**src/rtl/sr_latch_driver.sv**
```systemverilog
`timescale 1ns/1ps
// sr_latch_driver
//   Command-side driver for a NOR-style SR latch. Turns a valid/ready stream
//   of set/clear commands into clean s or r pulses of PULSE_W cycles, follows
//   each pulse with GAP_W cycles of s=r=0, then compares the synchronized
//   latch output against the commanded level and flags any mismatch.
//
// Parameters
//   PULSE_W : cycles s (or r) is held high per command (3 .. 2**CNT_W)
//   GAP_W   : cycles of s=r=0 after each pulse (0 allowed)
//   CNT_W   : width of the shared pulse/gap cycle counter
//
// Ports
//   clk       in  : clock, rising edge
//   rst_n     in  : asynchronous active-low reset, synchronous release upstream
//   cmd_valid in  : command request
//   cmd_set   in  : 1 = set (pulse s), 0 = clear (pulse r); qualified by cmd_valid
//   cmd_ready out : driver accepts a command on this cycle's edge
//   s, r      out : registered latch drives, never high together
//   q_fb      in  : latch output, asynchronous to clk
//   busy      out : high while a pulse or gap is in progress
//   done      out : one-cycle strobe at the end of each pulse
//   err       out : one-cycle strobe alongside done when q disagrees with the command
module sr_latch_driver #(
  parameter int PULSE_W = 4,
  parameter int GAP_W   = 2,
  parameter int CNT_W   = 8
) (
  input  logic clk,
  input  logic rst_n,
  input  logic cmd_valid,
  input  logic cmd_set,
  output logic cmd_ready,
  output logic s,
  output logic r,
  input  logic q_fb,
  output logic busy,
  output logic done,
  output logic err
);

  typedef enum logic [1:0] {
    ST_IDLE  = 2'd0,
    ST_PULSE = 2'd1,
    ST_GAP   = 2'd2
  } state_t;

  // The counter is loaded with "cycles - 1" so that the state exits on the
  // edge where it reads zero.
  localparam logic [CNT_W-1:0] PULSE_LOAD = CNT_W'(PULSE_W - 1);
  localparam logic [CNT_W-1:0] GAP_LOAD   = CNT_W'((GAP_W > 0) ? (GAP_W - 1) : 0);

  state_t           state_reg, state_next;
  logic [CNT_W-1:0] cnt_reg,   cnt_next;
  logic             lvl_reg,   lvl_next;
  logic             s_reg,     s_next;
  logic             r_reg,     r_next;
  logic             done_reg,  done_next;
  logic             err_reg,   err_next;
  logic             q_meta_reg;
  logic             q_sync_reg;

  // Two-flop synchronizer: q_fb is driven by an unclocked latch.
  always_ff @(posedge clk or negedge rst_n) begin
    if (!rst_n) begin
      q_meta_reg <= 1'b0;
      q_sync_reg <= 1'b0;
    end else begin
      q_meta_reg <= q_fb;
      q_sync_reg <= q_meta_reg;
    end
  end

  // State register. The asynchronous clear drops s/r the moment rst_n falls,
  // so a pulse cut short by reset never needs a clock edge to release.
  always_ff @(posedge clk or negedge rst_n) begin
    if (!rst_n) begin
      state_reg <= ST_IDLE;
      cnt_reg   <= '0;
      lvl_reg   <= 1'b0;
      s_reg     <= 1'b0;
      r_reg     <= 1'b0;
      done_reg  <= 1'b0;
      err_reg   <= 1'b0;
    end else begin
      state_reg <= state_next;
      cnt_reg   <= cnt_next;
      lvl_reg   <= lvl_next;
      s_reg     <= s_next;
      r_reg     <= r_next;
      done_reg  <= done_next;
      err_reg   <= err_next;
    end
  end

  // Next-state logic. s_next and r_next are only ever assigned as a value and
  // its complement under the same condition (or both zero), so s and r are
  // structurally exclusive in every cycle.
  always_comb begin
    state_next = state_reg;
    cnt_next   = cnt_reg;
    lvl_next   = lvl_reg;
    s_next     = 1'b0;
    r_next     = 1'b0;
    done_next  = 1'b0;
    err_next   = 1'b0;

    case (state_reg)
      ST_IDLE: begin
        if (cmd_valid) begin
          // Drive starts on the accepting edge, using the incoming level.
          lvl_next   = cmd_set;
          cnt_next   = PULSE_LOAD;
          s_next     = cmd_set;
          r_next     = ~cmd_set;
          state_next = ST_PULSE;
        end
      end

      ST_PULSE: begin
        if (cnt_reg == '0) begin
          // Last pulse cycle: release the drive and check the latch. By now
          // the latch has had PULSE_W-1 edges to reach q_sync_reg.
          done_next = 1'b1;
          err_next  = (q_sync_reg != lvl_reg);
          if (GAP_W > 0) begin
            cnt_next   = GAP_LOAD;
            state_next = ST_GAP;
          end else begin
            state_next = ST_IDLE;
          end
        end else begin
          cnt_next = cnt_reg - 1'b1;
          s_next   = lvl_reg;
          r_next   = ~lvl_reg;
        end
      end

      ST_GAP: begin
        if (cnt_reg == '0) begin
          state_next = ST_IDLE;
        end else begin
          cnt_next = cnt_reg - 1'b1;
        end
      end

      default: begin
        state_next = ST_IDLE;
      end
    endcase
  end

  // cmd_ready is held low while rst_n is asserted even though the state
  // register already reads IDLE.
  assign cmd_ready = (state_reg == ST_IDLE) & rst_n;
  assign busy      = (state_reg != ST_IDLE);
  assign s         = s_reg;
  assign r         = r_reg;
  assign done      = done_reg;
  assign err       = err_reg;

endmodule

```
**config.mk**
```make
export PLATFORM = sky130hd
export DESIGN_NAME = sr_latch_driver
export DESIGN_NICKNAME = d
export VERILOG_FILES = /design/src/rtl/sr_latch_driver.sv
export SDC_FILE = /design/constraint.sdc
export NUM_CORES = 1
export LEC_CHECK = 0
export ABC_AREA = 1
export CAP_MARGIN = 0
export CORE_UTILIZATION = 49
export CTS_CLUSTER_DIAMETER = 100
export DETAILED_ROUTE_END_ITERATION = 10
export PLACE_DENSITY = 0.76
export SLEW_MARGIN = 20
export SYNTH_ARGS = -nofsm -noshare
export SYNTH_HDL_FRONTEND = slang
export SYNTH_SLANG_ARGS = --single-unit
```
**constraint.sdc**
```tcl
create_clock -name clk -period 1.4 [get_ports clk]
set_clock_uncertainty 0.05 [all_clocks]
set_input_delay 0.28 -clock clk [delete_from_list [all_inputs] [get_ports clk]]
set_output_delay 0.28 -clock clk [all_outputs]
set_load 0.005 [all_outputs]
```
* Word-level counts from Yosys, hierarchy flattened
Cells that the tools add are included.
** Word-level totals
- Register bits :: 17
- Bits of input ports :: 5
- Output and inout bits :: 6
- Word-level logic and storage cells :: 45
** Cells by class
- $add $sub $neg :: 1
- Equality and inequality tests :: 7
- Multiplexer cells :: 18
- Bitwise operators :: 3
- Reduce and logical (&&, ||, !) cells :: 7
** Operators by type and width (count)
- two-way mux 8 bit :: 3
- one-hot mux 8 bit (3 select lines) :: 1
- zero test 8 bit :: 1
- two-way mux 1 bit :: 8
- != test 2 bit (second input constant) :: 4
- subtractor 8 x 1 -> 8 bit (second input constant) :: 1
- two-way mux 2 bit :: 3
- one-hot mux 2 bit (3 select lines) :: 1
- AND reduction 3 bit :: 2
- one-hot mux 1 bit (2 select lines) :: 2
- nonzero test 3 bit :: 1
- == test 2 x 1 -> 1 bit (second input constant) :: 1
- == test 2 bit (second input constant) :: 1
- zero test 2 bit :: 1
- inverter 1 bit :: 2
- AND reduction 2 bit :: 1
- nonzero test 2 bit :: 1
- AND 1 bit :: 1
- != test 1 bit :: 1

* Depth between registers and ports, before layout
- Depth after elaboration :: 3
- Depth in mapped cells :: 9
- Gate-level depth less buffers :: 9

* Least setup slack after synthesis
OpenSTA, ideal clock, no wires.
- Path type :: reg-to-reg
- Start :: register state_reg[0]
- End :: register cnt_reg[7]
- Library setup time :: 69 ps
- Arrival time :: 1338 ps
- Data required time :: 1281 ps
- Slack :: -57 ps
- Cell stages (with the launch flop) :: 9
- Path buffers :: 1
- Clock period less this slack :: 1457 ps
- Cell sequence :: dfrtp_1 -> inv_1 -> ha_1 -> a21oi_4 -> buf_6 -> nand4_1 -> nand2_1 -> clkinv_1 -> nor2_2
** On the way
- Longest elaborated chain between the ends :: 3
- Elaborated cells on any way between the ends :: 8
- Classes of those cells :: 4 x eq/ne; 1 x mux; 3 x reduce/logical
** Ends and longest elaborated chain
- from (decl) :: line 53 : state_t state_reg, state_next;
- from (signal assigned) :: line 86 : state_reg <= state_next;
- == test 2 bit, or another cell as far along :: line 108 : case (state_reg)
- != test 2 bit (no line) / nonzero test 3 bit (equally long branches)
- AND reduction 3 bit (no line)
- to (signal assigned) :: line 87 : cnt_reg <= cnt_next;
- to (decl) :: line 54 : logic [CNT_W-1:0] cnt_reg, cnt_next;
Parallel ways exist; a longest one is shown, timed or not.
A chain may end at the register's enable or synchronous reset.

* Final worst setup path
- Start :: register state_reg[0]
- End :: output port cmd_ready
** On the way
- Longest elaborated chain between the ends :: 2
** Ends and longest elaborated chain
- zero test 2 bit :: line 155 : assign cmd_ready = (state_reg == ST_IDLE) & rst_n;
- AND 1 bit :: line 155
- to (decl) :: line 33 : output logic cmd_ready,
No other way between the ends.

==> metrics.txt <==
# TYPE chip_impl_metric gauge
chip_impl_metric{name="cp_data_arrival_time",unit="ps"} 1140
chip_impl_info{name="crit_type",value="register to primary output"} 1
chip_impl_metric{name="syn_area",unit="µm²"} 1010
chip_impl_metric{name="path_max_fanout",unit=""} 3
chip_impl_metric{name="core_area",unit="µm²"} 1940
chip_impl_info{name="cts_root_buffer",value="clkbuf_4"} 1
chip_impl_info{name="setup.worst_path.start_class",value="register"} 1
chip_impl_metric{name="synth.distinct_cells",unit=""} 24
chip_impl_metric{name="synth_nets",unit=""} 136
chip_impl_metric{name="floorplan.initialDensity",unit=""} 0.519
chip_impl_info{name="grt_setup_unrepaired",value="true"} 1
chip_impl_metric{name="area_growth",unit="%"} 42.2
chip_impl_metric{name="setup_ws",unit="ps"} -71.9
chip_impl_info{name="failing_checks",value="setup timing"} 1
chip_impl_metric{name="cts_buffer_depth",unit=""} 2
chip_impl_info{name="critical_path.top_delay_family",value="flip-flops"} 1
chip_impl_metric{name="fill_cells",unit=""} 127
chip_impl_metric{name="place_area",unit="µm²"} 1240
chip_impl_metric{name="post_dp_hpwl",unit="mm"} 1.62
chip_impl_metric{name="synth_register_bits",unit=""} 17
chip_impl_info{name="tritoncts_clock_tree",value="built"} 1
chip_impl_metric{name="grt.total_usage",unit=""} 0.245
chip_impl_metric{name="number_of_buffers_created_by_cts",unit=""} 3
chip_impl_metric{name="fmax",unit="GHz"} 0.679
chip_impl_info{name="top_cells_by_area_synth",value="dfrtp_1 42%, nand2_1 11%, ha_1 7.4%"} 1
chip_impl_info{name="status",value="finished with violations"} 1
chip_impl_metric{name="synth_area_per_cell",unit="µm²"} 8.07
chip_impl_metric{name="synth.yosys.seq_area_share",unit=""} 0.422
chip_impl_info{name="cp_cell_sequence",value="inv_2, ha_4, nand2_2, inv_2, buf_6"} 1
chip_impl_metric{name="drive_above_1_share",unit=""} 0.399
chip_impl_metric{name="wire_per_inst",unit="µm"} 14.0
chip_impl_metric{name="dieArea",unit="µm²"} 2240
chip_impl_metric{name="final_period_minus_worst_setup_slack",unit="ps"} 1470
chip_impl_metric{name="first_pass_iters",unit=""} 4
chip_impl_metric{name="grt_antenna_before_repair",unit=""} 0
chip_impl_metric{name="multi_input_area",unit="µm²"} 643
chip_impl_metric{name="cts.sinks",unit=""} 17
chip_impl_metric{name="synthDominantCellAreaShare",unit=""} 0.422
chip_impl_metric{name="route.detailed.drc",unit=""} 0
chip_impl_metric{name="min_period_over_period",unit=""} 1.05
chip_impl_metric{name="numPortBuffers",unit=""} 10
chip_impl_metric{name="min_hold_slack",unit="ps"} 312
chip_impl_metric{name="rows",unit=""} 16
chip_impl_metric{name="vdd_drop_max",unit="mV"} 1.76
chip_impl_metric{name="detailed_route_vias_per_instance",unit=""} 5.29
chip_impl_metric{name="sum_of_overflow_across_all_layers_after_global_routing",unit=""} 0
chip_impl_metric{name="post_synth_inst_count",unit=""} 125
chip_impl_metric{name="grt_first_pass_wirelength",unit="mm"} 3.68
chip_impl_metric{name="worst_slew_pin_slew",unit="ps"} 253
chip_impl_metric{name="crit_required",unit="ps"} 1070
chip_impl_metric{name="design_area",unit="µm²"} 1430
chip_impl_info{name="cpMostUsedCell",value="inv_2"} 1
chip_impl_metric{name="drt_iter0_drc",unit=""} 22
chip_impl_info{name="synth_largest_area_cell",value="dfrtp_1"} 1
chip_impl_metric{name="placement.setup.worst_slack",unit="ps"} -291
chip_impl_metric{name="dp.cells",unit=""} 174
chip_impl_metric{name="routed_wirelength",unit="mm"} 2.53
chip_impl_metric{name="worstSkewPairLatency",unit="ps"} 300
chip_impl_metric{name="finish.cell_count_without_fillers",unit=""} 180
chip_impl_info{name="worstSetupEndpointType",value="primary output"} 1
chip_impl_info{name="critPathSlowestCell",value="dfrtp_1"} 1
chip_impl_metric{name="die-height",unit="µm"} 47.4
chip_impl_metric{name="grt_start_max_net_pins",unit=""} 18
chip_impl_metric{name="via_count",unit=""} 952
chip_impl_metric{name="final_antenna_net_count",unit=""} 0
chip_impl_metric{name="yosys_warnings",unit=""} 0
chip_impl_metric{name="cellLeakagePower",unit="nW"} 0.703
chip_impl_metric{name="pin_count",unit=""} 11
chip_impl_metric{name="largest_register_ff_count",unit=""} 8
chip_impl_metric{name="finalHoldViolations",unit=""} 0
chip_impl_metric{name="powerDensity",unit="nW/µm²"} 2690
chip_impl_metric{name="worst_setup_hold_path_clk_slew",unit="ps"} 110
chip_impl_metric{name="cp.buffers_inverters",unit=""} 3
chip_impl_metric{name="gp_congestion",unit=""} 0.817
chip_impl_metric{name="timing.slew.headroom",unit=""} 0.831
chip_impl_metric{name="area.sequential",unit="µm²"} 425
chip_impl_metric{name="cap_violations",unit=""} 0
chip_impl_metric{name="htree_num_levels",unit=""} 1
chip_impl_info{name="hold_crit_path_type",value="primary input to asynchronous set/reset pin"} 1
chip_impl_metric{name="fin_nets",unit=""} 165
chip_impl_metric{name="finalMaxSlewViolations",unit=""} 0
chip_impl_metric{name="n_antenna_cell",unit=""} 0
chip_impl_metric{name="floorplan.die.width",unit="µm"} 47.4
chip_impl_metric{name="final-setup-viol-count",unit=""} 10
chip_impl_metric{name="grt_pass1_vias",unit=""} 868
chip_impl_metric{name="cp_slowest_stage_delay",unit="ps"} 400
-- cell usage in the layout, fill, tap and decap left out, drive strengths merged, types with 2 or more instances in the layout --
cell,count
buf,16
nand2,33
ha,6
clkdlybuf4s50,4
o21ai,9
nand3,10
inv,20
dlygate4sd2,4
xor2,2
dfrtp,17
nand4,4
nor2,17
clkbuf,4
-- layer usage --
metal,GRT usage,wire [µm],vias to the layer above
met3,0.0462,144,17
met4,0.137,123,0
met5,0,0,-
met1,0.302,997,437
li1,-,-,450
met2,0.400,1260,48
-- report_power, final --
part / switching, mW / leakage [nW] / total [mW] / internal [mW]
combinational: 1.54 / 0.468 / 2.76 / 1.22
clock: 0.166 / 0.0150 / 0.278 / 0.111
sequential: 0.143 / 0.220 / 0.821 / 0.678
total: 1.85 / 0.703 / 3.86 / 2.01
-- stage by stage --
stage          total power, mW  setup TNS [ps]  utilization
5_1_grt                   4.13            -903        0.738
2_1_floorplan             2.14               0            -
3_3_place_gp              2.80           -1660        0.640
6_report                  3.86            -416        0.738
4_1_cts                   3.46            -414        0.699
3_5_place_dp              2.88           -1820        0.640
-- cell usage after synthesis --
master and instances:
ha_1 6, o21ai_1 6, nand2_2 3, nor3_1 1, nand4_1 4, o211ai_1 1, o21ai_0 3, xnor2_1 1
nor2_1 14, clkinv_1 1, nand3_1 7, nor2_2 3, xor2_1 2, inv_1 16, a21oi_4 1, nand3b_4 1
nand3_2 1, nand3_4 1, dfrtp_1 17, clkinv_2 1, nand2_1 30, buf_6 1, inv_2 3, o22ai_1 1
-- path summary, 6_finish.rpt --
check                              from    endpoint  slack [ps]  depth (start not counted)
max                        state_reg[0]   cmd_ready         -70                          5
min                               rst_n  q_sync_reg         310                          2
max reg2reg                state_reg[0]  cnt_reg[1]         -50                          7
max in group asynchronous         rst_n  cnt_reg[6]         800                          2
min reg2reg                  q_meta_reg  q_sync_reg         330                          0
min in group clk             q_meta_reg  q_sync_reg         330                          0
-- timing repair --
action,4_1_cts,5_1_grt
setup buffers,1,1
setup endpoints to repair,16,16
cloned,1,0
pin swaps,7,14
resized for setup,36,20
hold buffers,0,0
-- layout make-up --
cell class	count	area share
tap	27	0.0236
sequential	17	0.297
clock buffer	4	0.0183
multi-input combinational	87	0.449
timing repair buffer	24	0.155
inverter	21	0.0576
-- logic make-up (layout without fill, tap and decap cells) --
logic type               count (synthesis)  after routing  synth area share
XOR/XNOR                                 3              3            0.0261
adder cells (fa/ha/maj)                  6              6            0.0744
buffers and inverters                   22             49            0.0906
AO/OA/AOI/OAI                           12             12            0.0744
AND/OR/NAND/NOR                         65             66             0.313
flip-flops                              17             17             0.422
Note: power is estimated with default switching activity, not from simulation.
